===== config.mk =====
export PLATFORM = sky130hd
export DESIGN_NAME = ysyx_23060201_mem_arbiter
export DESIGN_NICKNAME = d
export VERILOG_FILES = /design/src/rtl/ysyx_23060201_mem_arbiter.sv
export SDC_FILE = /design/constraint.sdc
export NUM_CORES = 1
export LEC_CHECK = 0
export CAP_MARGIN = 20
export CORE_MARGIN = 10
export CORE_UTILIZATION = 40
export CTS_CLUSTER_SIZE = 40
export DETAILED_ROUTE_END_ITERATION = 10
export GPL_ROUTABILITY_DRIVEN = 0
export PLACE_DENSITY = 0.92
export SYNTH_ARGS = -nofsm -noshare
export SYNTH_HDL_FRONTEND = slang
export SYNTH_SLANG_ARGS = --single-unit

===== constraint.sdc =====
create_clock -name clk -period 5.4 [get_ports clk]
set_input_delay 1.62 -clock clk [delete_from_list [all_inputs] [get_ports clk]]
set_output_delay 1.62 -clock clk [all_outputs]
set_load 0.01 [all_outputs]

===== src/rtl/ysyx_23060201_mem_arbiter.sv =====
`default_nettype none
// ============================================================================
// Module   : ysyx_23060201_mem_arbiter
// Purpose  : Shares the single data-memory port between the IFU (fetch,
//            read-only) and the LSU (load/store). Round-robin arbitration,
//            one outstanding transaction, programmable access latency.
// Ports    : clk, rst_n              - clock, synchronous active-low reset
//            ifu_req_*/ifu_addr      - IFU request channel
//            ifu_resp_*/ifu_rdata    - IFU response channel
//            lsu_req_*/lsu_wen/addr/wdata/wmask - LSU request channel
//            lsu_resp_*/lsu_rdata    - LSU response channel
//            mem_ren/raddr/rdata     - memory read port (rdata combinational)
//            mem_wen/waddr/wdata/wmask - memory write port
// Params   : LATENCY - wait cycles between accept and memory access (0..15)
// Revision : 1.0 - initial release
// ============================================================================
module ysyx_23060201_mem_arbiter #(
  parameter int LATENCY = 1
) (
  input  logic        clk,
  input  logic        rst_n,
  input  logic        ifu_req_valid,
  output logic        ifu_req_ready,
  input  logic [31:0] ifu_addr,
  output logic        ifu_resp_valid,
  input  logic        ifu_resp_ready,
  output logic [31:0] ifu_rdata,
  input  logic        lsu_req_valid,
  output logic        lsu_req_ready,
  input  logic        lsu_wen,
  input  logic [31:0] lsu_addr,
  input  logic [31:0] lsu_wdata,
  input  logic [3:0]  lsu_wmask,
  output logic        lsu_resp_valid,
  input  logic        lsu_resp_ready,
  output logic [31:0] lsu_rdata,
  output logic        mem_ren,
  output logic [31:0] mem_raddr,
  output logic        mem_wen,
  output logic [31:0] mem_waddr,
  output logic [31:0] mem_wdata,
  output logic [3:0]  mem_wmask,
  input  logic [31:0] mem_rdata
);

  localparam logic [1:0] S_IDLE   = 2'd0;
  localparam logic [1:0] S_WAIT   = 2'd1;
  localparam logic [1:0] S_ACCESS = 2'd2;
  localparam logic [1:0] S_RESP   = 2'd3;

  localparam logic G_IFU = 1'b0;
  localparam logic G_LSU = 1'b1;

  // Terminal wait count; unused when LATENCY is 0 (IDLE jumps straight to ACCESS).
  localparam int         LAST_CNT   = (LATENCY > 0) ? LATENCY - 1 : 0;
  localparam logic [3:0] LAST_CNT_W = LAST_CNT[3:0];

  logic [1:0]  state_q, state_d;
  logic [3:0]  cnt_q, cnt_d;
  logic        last_grant_q, last_grant_d;
  logic        grant_q, grant_d;
  logic        wen_q, wen_d;
  logic [31:0] addr_q, addr_d;
  logic [31:0] wdata_q, wdata_d;
  logic [3:0]  wmask_q, wmask_d;
  logic [31:0] ifu_rdata_q, ifu_rdata_d;
  logic [31:0] lsu_rdata_q, lsu_rdata_d;

  logic        sel_grant;
  logic        accept;
  logic        resp_fire;

  // --------------------------------------------------------------------------
  // State register
  // --------------------------------------------------------------------------
  always_ff @(posedge clk) begin
    if (!rst_n) begin
      state_q      <= S_IDLE;
      cnt_q        <= 4'd0;
      last_grant_q <= G_LSU;   // so the IFU wins the first tie
      grant_q      <= G_IFU;
      wen_q        <= 1'b0;
      addr_q       <= 32'd0;
      wdata_q      <= 32'd0;
      wmask_q      <= 4'd0;
      ifu_rdata_q  <= 32'd0;
      lsu_rdata_q  <= 32'd0;
    end else begin
      state_q      <= state_d;
      cnt_q        <= cnt_d;
      last_grant_q <= last_grant_d;
      grant_q      <= grant_d;
      wen_q        <= wen_d;
      addr_q       <= addr_d;
      wdata_q      <= wdata_d;
      wmask_q      <= wmask_d;
      ifu_rdata_q  <= ifu_rdata_d;
      lsu_rdata_q  <= lsu_rdata_d;
    end
  end

  // --------------------------------------------------------------------------
  // Next-state and datapath
  // --------------------------------------------------------------------------
  always_comb begin
    // On a tie the requester that did not win last time is served.
    if (ifu_req_valid && lsu_req_valid) begin
      sel_grant = (last_grant_q == G_LSU) ? G_IFU : G_LSU;
    end else if (lsu_req_valid) begin
      sel_grant = G_LSU;
    end else begin
      sel_grant = G_IFU;
    end

    accept    = rst_n && (state_q == S_IDLE) && (ifu_req_valid || lsu_req_valid);
    resp_fire = (state_q == S_RESP) &&
                ((grant_q == G_IFU) ? ifu_resp_ready : lsu_resp_ready);

    state_d      = state_q;
    cnt_d        = cnt_q;
    last_grant_d = last_grant_q;
    grant_d      = grant_q;
    wen_d        = wen_q;
    addr_d       = addr_q;
    wdata_d      = wdata_q;
    wmask_d      = wmask_q;
    ifu_rdata_d  = ifu_rdata_q;
    lsu_rdata_d  = lsu_rdata_q;

    case (state_q)
      S_IDLE: begin
        if (accept) begin
          grant_d      = sel_grant;
          last_grant_d = sel_grant;
          cnt_d        = 4'd0;
          if (sel_grant == G_LSU) begin
            addr_d  = lsu_addr;
            wen_d   = lsu_wen;
            wdata_d = lsu_wdata;
            wmask_d = lsu_wmask;
          end else begin
            // Fetches never write; write data/mask keep their previous values.
            addr_d = ifu_addr;
            wen_d  = 1'b0;
          end
          state_d = (LATENCY > 0) ? S_WAIT : S_ACCESS;
        end
      end
      S_WAIT: begin
        cnt_d = cnt_q + 4'd1;
        if (cnt_q == LAST_CNT_W) begin
          state_d = S_ACCESS;
        end
      end
      S_ACCESS: begin
        // Only the granted port's response register changes.
        if (grant_q == G_IFU) begin
          ifu_rdata_d = mem_rdata;
        end else begin
          lsu_rdata_d = wen_q ? 32'd0 : mem_rdata;
        end
        state_d = S_RESP;
      end
      S_RESP: begin
        if (resp_fire) begin
          state_d = S_IDLE;
        end
      end
      default: begin
        state_d = S_IDLE;
      end
    endcase
  end

  // --------------------------------------------------------------------------
  // Outputs
  // --------------------------------------------------------------------------
  always_comb begin
    ifu_req_ready  = accept && (sel_grant == G_IFU);
    lsu_req_ready  = accept && (sel_grant == G_LSU);

    mem_wen        = (state_q == S_ACCESS) && (grant_q == G_LSU) && wen_q;
    mem_ren        = (state_q == S_ACCESS) && !((grant_q == G_LSU) && wen_q);
    mem_raddr      = addr_q;
    mem_waddr      = addr_q;
    mem_wdata      = wdata_q;
    mem_wmask      = mem_wen ? wmask_q : 4'd0;

    ifu_resp_valid = (state_q == S_RESP) && (grant_q == G_IFU);
    lsu_resp_valid = (state_q == S_RESP) && (grant_q == G_LSU);
    ifu_rdata      = ifu_rdata_q;
    lsu_rdata      = lsu_rdata_q;
  end

endmodule
`default_nettype wire


==> results.toml <==
[status]
outcome = "complete, no violations"

[timing]
timing.final.hold_violations = 0
final_min_period_over_clock_period_pct = 89.2
max_freq_mhz = 208
fin_skew_ns = 0.0107
finalSetupViolCount = 0
final.min_clock_period_ns = 4.82
timing.final.max_slew_violations = 0
fin_tns_setup_ns = 0
rsz0062_at_grt = "no"
slew_headroom_pct = 50.0
worstMarginPinSlew_ns = 0.751

[power]
worst_ir_drop_on_vdd_mv = 0.374
pwr_density_cell_nw_per_um2 = 406
totalPowerFinal_mw = 3.82
cellLeakagePower_nw = 3.20

[logic_synthesis]
post-synth-top-area-cell = "dfxtp_1"
ys.flop_type = "dfxtp_1"
post_synth_num_cell_types = 34
synth.ff_latch_count = 141
yosys.area.top_type_share_pct = 48.5
syn-cell-area_um2 = 5830
synth.yosys.warnings = 0
yosysSeqAreaShare_pct = 48.5
synth-edff-count = 0
synthesis.nets = 843
asyncSetResetFlopFracSynth_pct = 0
postSynthCellCount = 698
syn_area_per_cell_um2 = 8.35
synth.area.top_cells = "dfxtp_1 (48%), nand2_1 (8.8%), a21oi_1 (8.5%), nand3_1 (6.4%), a32oi_1 (4.8%)"

[cells_and_area]
number_of_nets_at_the_end_of_the_flow = 1087
leading_cell_type_in_the_layout_fill_and_taps_excluded = "clkdlybuf4s50_1"
filler_cells = 1133
antenna_cells = 0
syn2layout_area_growth_pct = 61.4
mostFrequentLayoutCells = "clkdlybuf4s50_1 (307), dfxtp_1 (141), nand2_1 (135), a21oi_1 (99), nand3_1 (75)"
layout-drive-gt1-share_pct = 5.46
number_of_standard_cells_in_the_layout_taps_in_and_fillers_out = 1137

[routing]
drc = 0
routed_wl_um = 22300
drt_iter0_drc = 438
wirelength_per_cell_um = 19.6
drt_pre_antenna_iters = 5
antenna_left = 0
routed_via_density = 5.44
route.vias.total = 6180

[hold_path]
hold_path_startpoint = "lsu_rdata[28]"
holdCritPathClass = "reg2reg"
whs_path_depth = 2
holdPathEnd = "lsu_rdata[28]"

[worst_setup_path]
critPathLaunch = "ifu_req_valid"
critical-path-max-stage-delay_ns = 0.63
worstSetupEndpointType = "primary output"
critical_path.top_delay_family = "buffers and inverters"
crit_arrival_ns = 3.20
timing.critical_path.from_type = "primary input"
crit_path_frequent_cell = "clkdlybuf4s50_1"
maximum_net_fanout_on_the_critical_path = 6
crit_required_ns = 3.78
ff2ff_setup_slack_ns = 3.41
path_class = "in2out"
timing.rr.start = "state_q[0]"
cp.buffers_inverters = 2
reg2reg_to = "mem_raddr[13]"
path_cells = "clkdlybuf4s50_1 -> and3_1 -> and2_1 -> clkdlybuf4s50_1"
reg2regPathDepth = 6
critPathSlowestCell = "clkdlybuf4s50_1"

[grt]
number_of_antenna_violations_at_the_first_check_in_global_routing = 0
global_route.usage.total_pct = 21.1
number_of_global_route_vias_before_repair = 6079
wire_length_of_the_first_global_routing_pass_um = 34000
pin_count_of_the_biggest_net_entering_global_routing = 71
aggregate_global_routing_overflow = 0

[floorplan]
die_area_um2 = 19800
floorplan.initialDensity_pct = 40.4
core_area_um2 = 14400
rows = 44
die_height_um = 141
floorplan.io_pins = 309
fp.dieW_um = 141

[clock_tree]
cts-buffers-inserted = 17
cts_htree_levels = 4
cts.clk_slew.worst_paths_ns = 0.06
cts_buffer_depth = 2
tritoncts = "built"
ctsHoldBuffers = 0
cts_resized = 0
cts_setup_buffers = 0
cts_root_buffer = "clkbuf_16"
clock-sinks = 141
clk_latency_ns = 0.41

[placement]
place.port_buffers = 308
place.detailed.instances = 1106
place.detailed.hpwl_um = 15700

[run]
timing.max_cap.violations = 0
[report_power, final]
part	leakage (nW)	internal (mW)	switching (mW)	total, mW
registers	1.15	1.20	0.103	1.30
clock network	0.307	0.829	0.446	1.28
logic	1.75	0.589	0.652	1.24
[metal layers]
| metal | vias to the layer above | global-route usage, % | wire length (µm) |
|---|---|---|---|
| li1 | 2915 | - | - |
| met1 | 2963 | 23.2 | 8410 |
| met2 | 269 | 36.6 | 11300 |
| met3 | 33 | 8.13 | 2020 |
| met4 | 0 | 7.12 | 546 |
| met5 | - | 0 | 0 |
[layout make-up]
cell class / instances / area, µm² / area share, %
sequential: 141 / 2820 / 30.0
multi-input combinational: 452 / 2460 / 26.2
clock buffer: 20 / 447 / 4.75
timing repair buffer: 323 / 3220 / 34.3
tap: 184 / 230 / 2.45
inverter: 7 / 26.3 / 0.279
clock inverter: 10 / 189 / 2.01
[metrics by stage]
step           hold slack [ns]  utilization (%)  instance area (µm²)  worst slack, ns
2_1_floorplan            0.431                -                 5830             1.40
3_3_place_gp             0.438             60.6                 8740            0.635
3_5_place_dp             0.445             60.6                 8740            0.612
4_1_cts                  0.454             65.0                 9380            0.590
5_1_grt                  0.470             65.2                 9400            0.528
6_report                 0.451             65.2                 9400            0.584
[sequential cells by signal, indices dropped and copies added (netlist names)]
name	cells
state_q	2
wen_q	1
cnt_q	4
wmask_q	4
last_grant_q	1
lsu_rdata	32
grant_q	1
mem_raddr	32
ifu_rdata	32
mem_wdata	32
[Yosys cell counts (all sizes together), types with 3 or more instances]
master	instances
nor2b	4
a32oi	32
ha	6
a21oi	99
nand3	75
o21ai	38
buf	53
and2	7
nand2	136
nand2b	3
and3	3
dfxtp	141
inv	7
nand4b	32
clkbuf	45
[worst register-to-register path: cells and delay by family, from the launching register on]
family	cells	cell delay, ns
simple gates	2	0.44
flops	1	0.35
fa+ha+maj	1	0.29
compound gates	1	0.16
buf+inv	2	0.67
[how the worst max path moves through the flow]
| stage | to | cells past startpoint |
|---|---|---|
| after global placement | ifu_req_ready | 4 |
| after CTS | ifu_req_ready | 4 |
| after detailed placement | ifu_req_ready | 4 |
| after global routing | ifu_req_ready | 4 |
| after floorplan | lsu_req_ready | 5 |
| final | ifu_req_ready | 4 |
[cell families after synthesis]
kind of cell    Yosys count  synth area share, %
mux                       2                0.344
simple gates            265                 22.5
compound gates          179                 18.0
buf+inv                 105                 9.34
fa+ha+maj                 6                 1.29
flops                   141                 48.5
(Power assumes the default switching activity.)
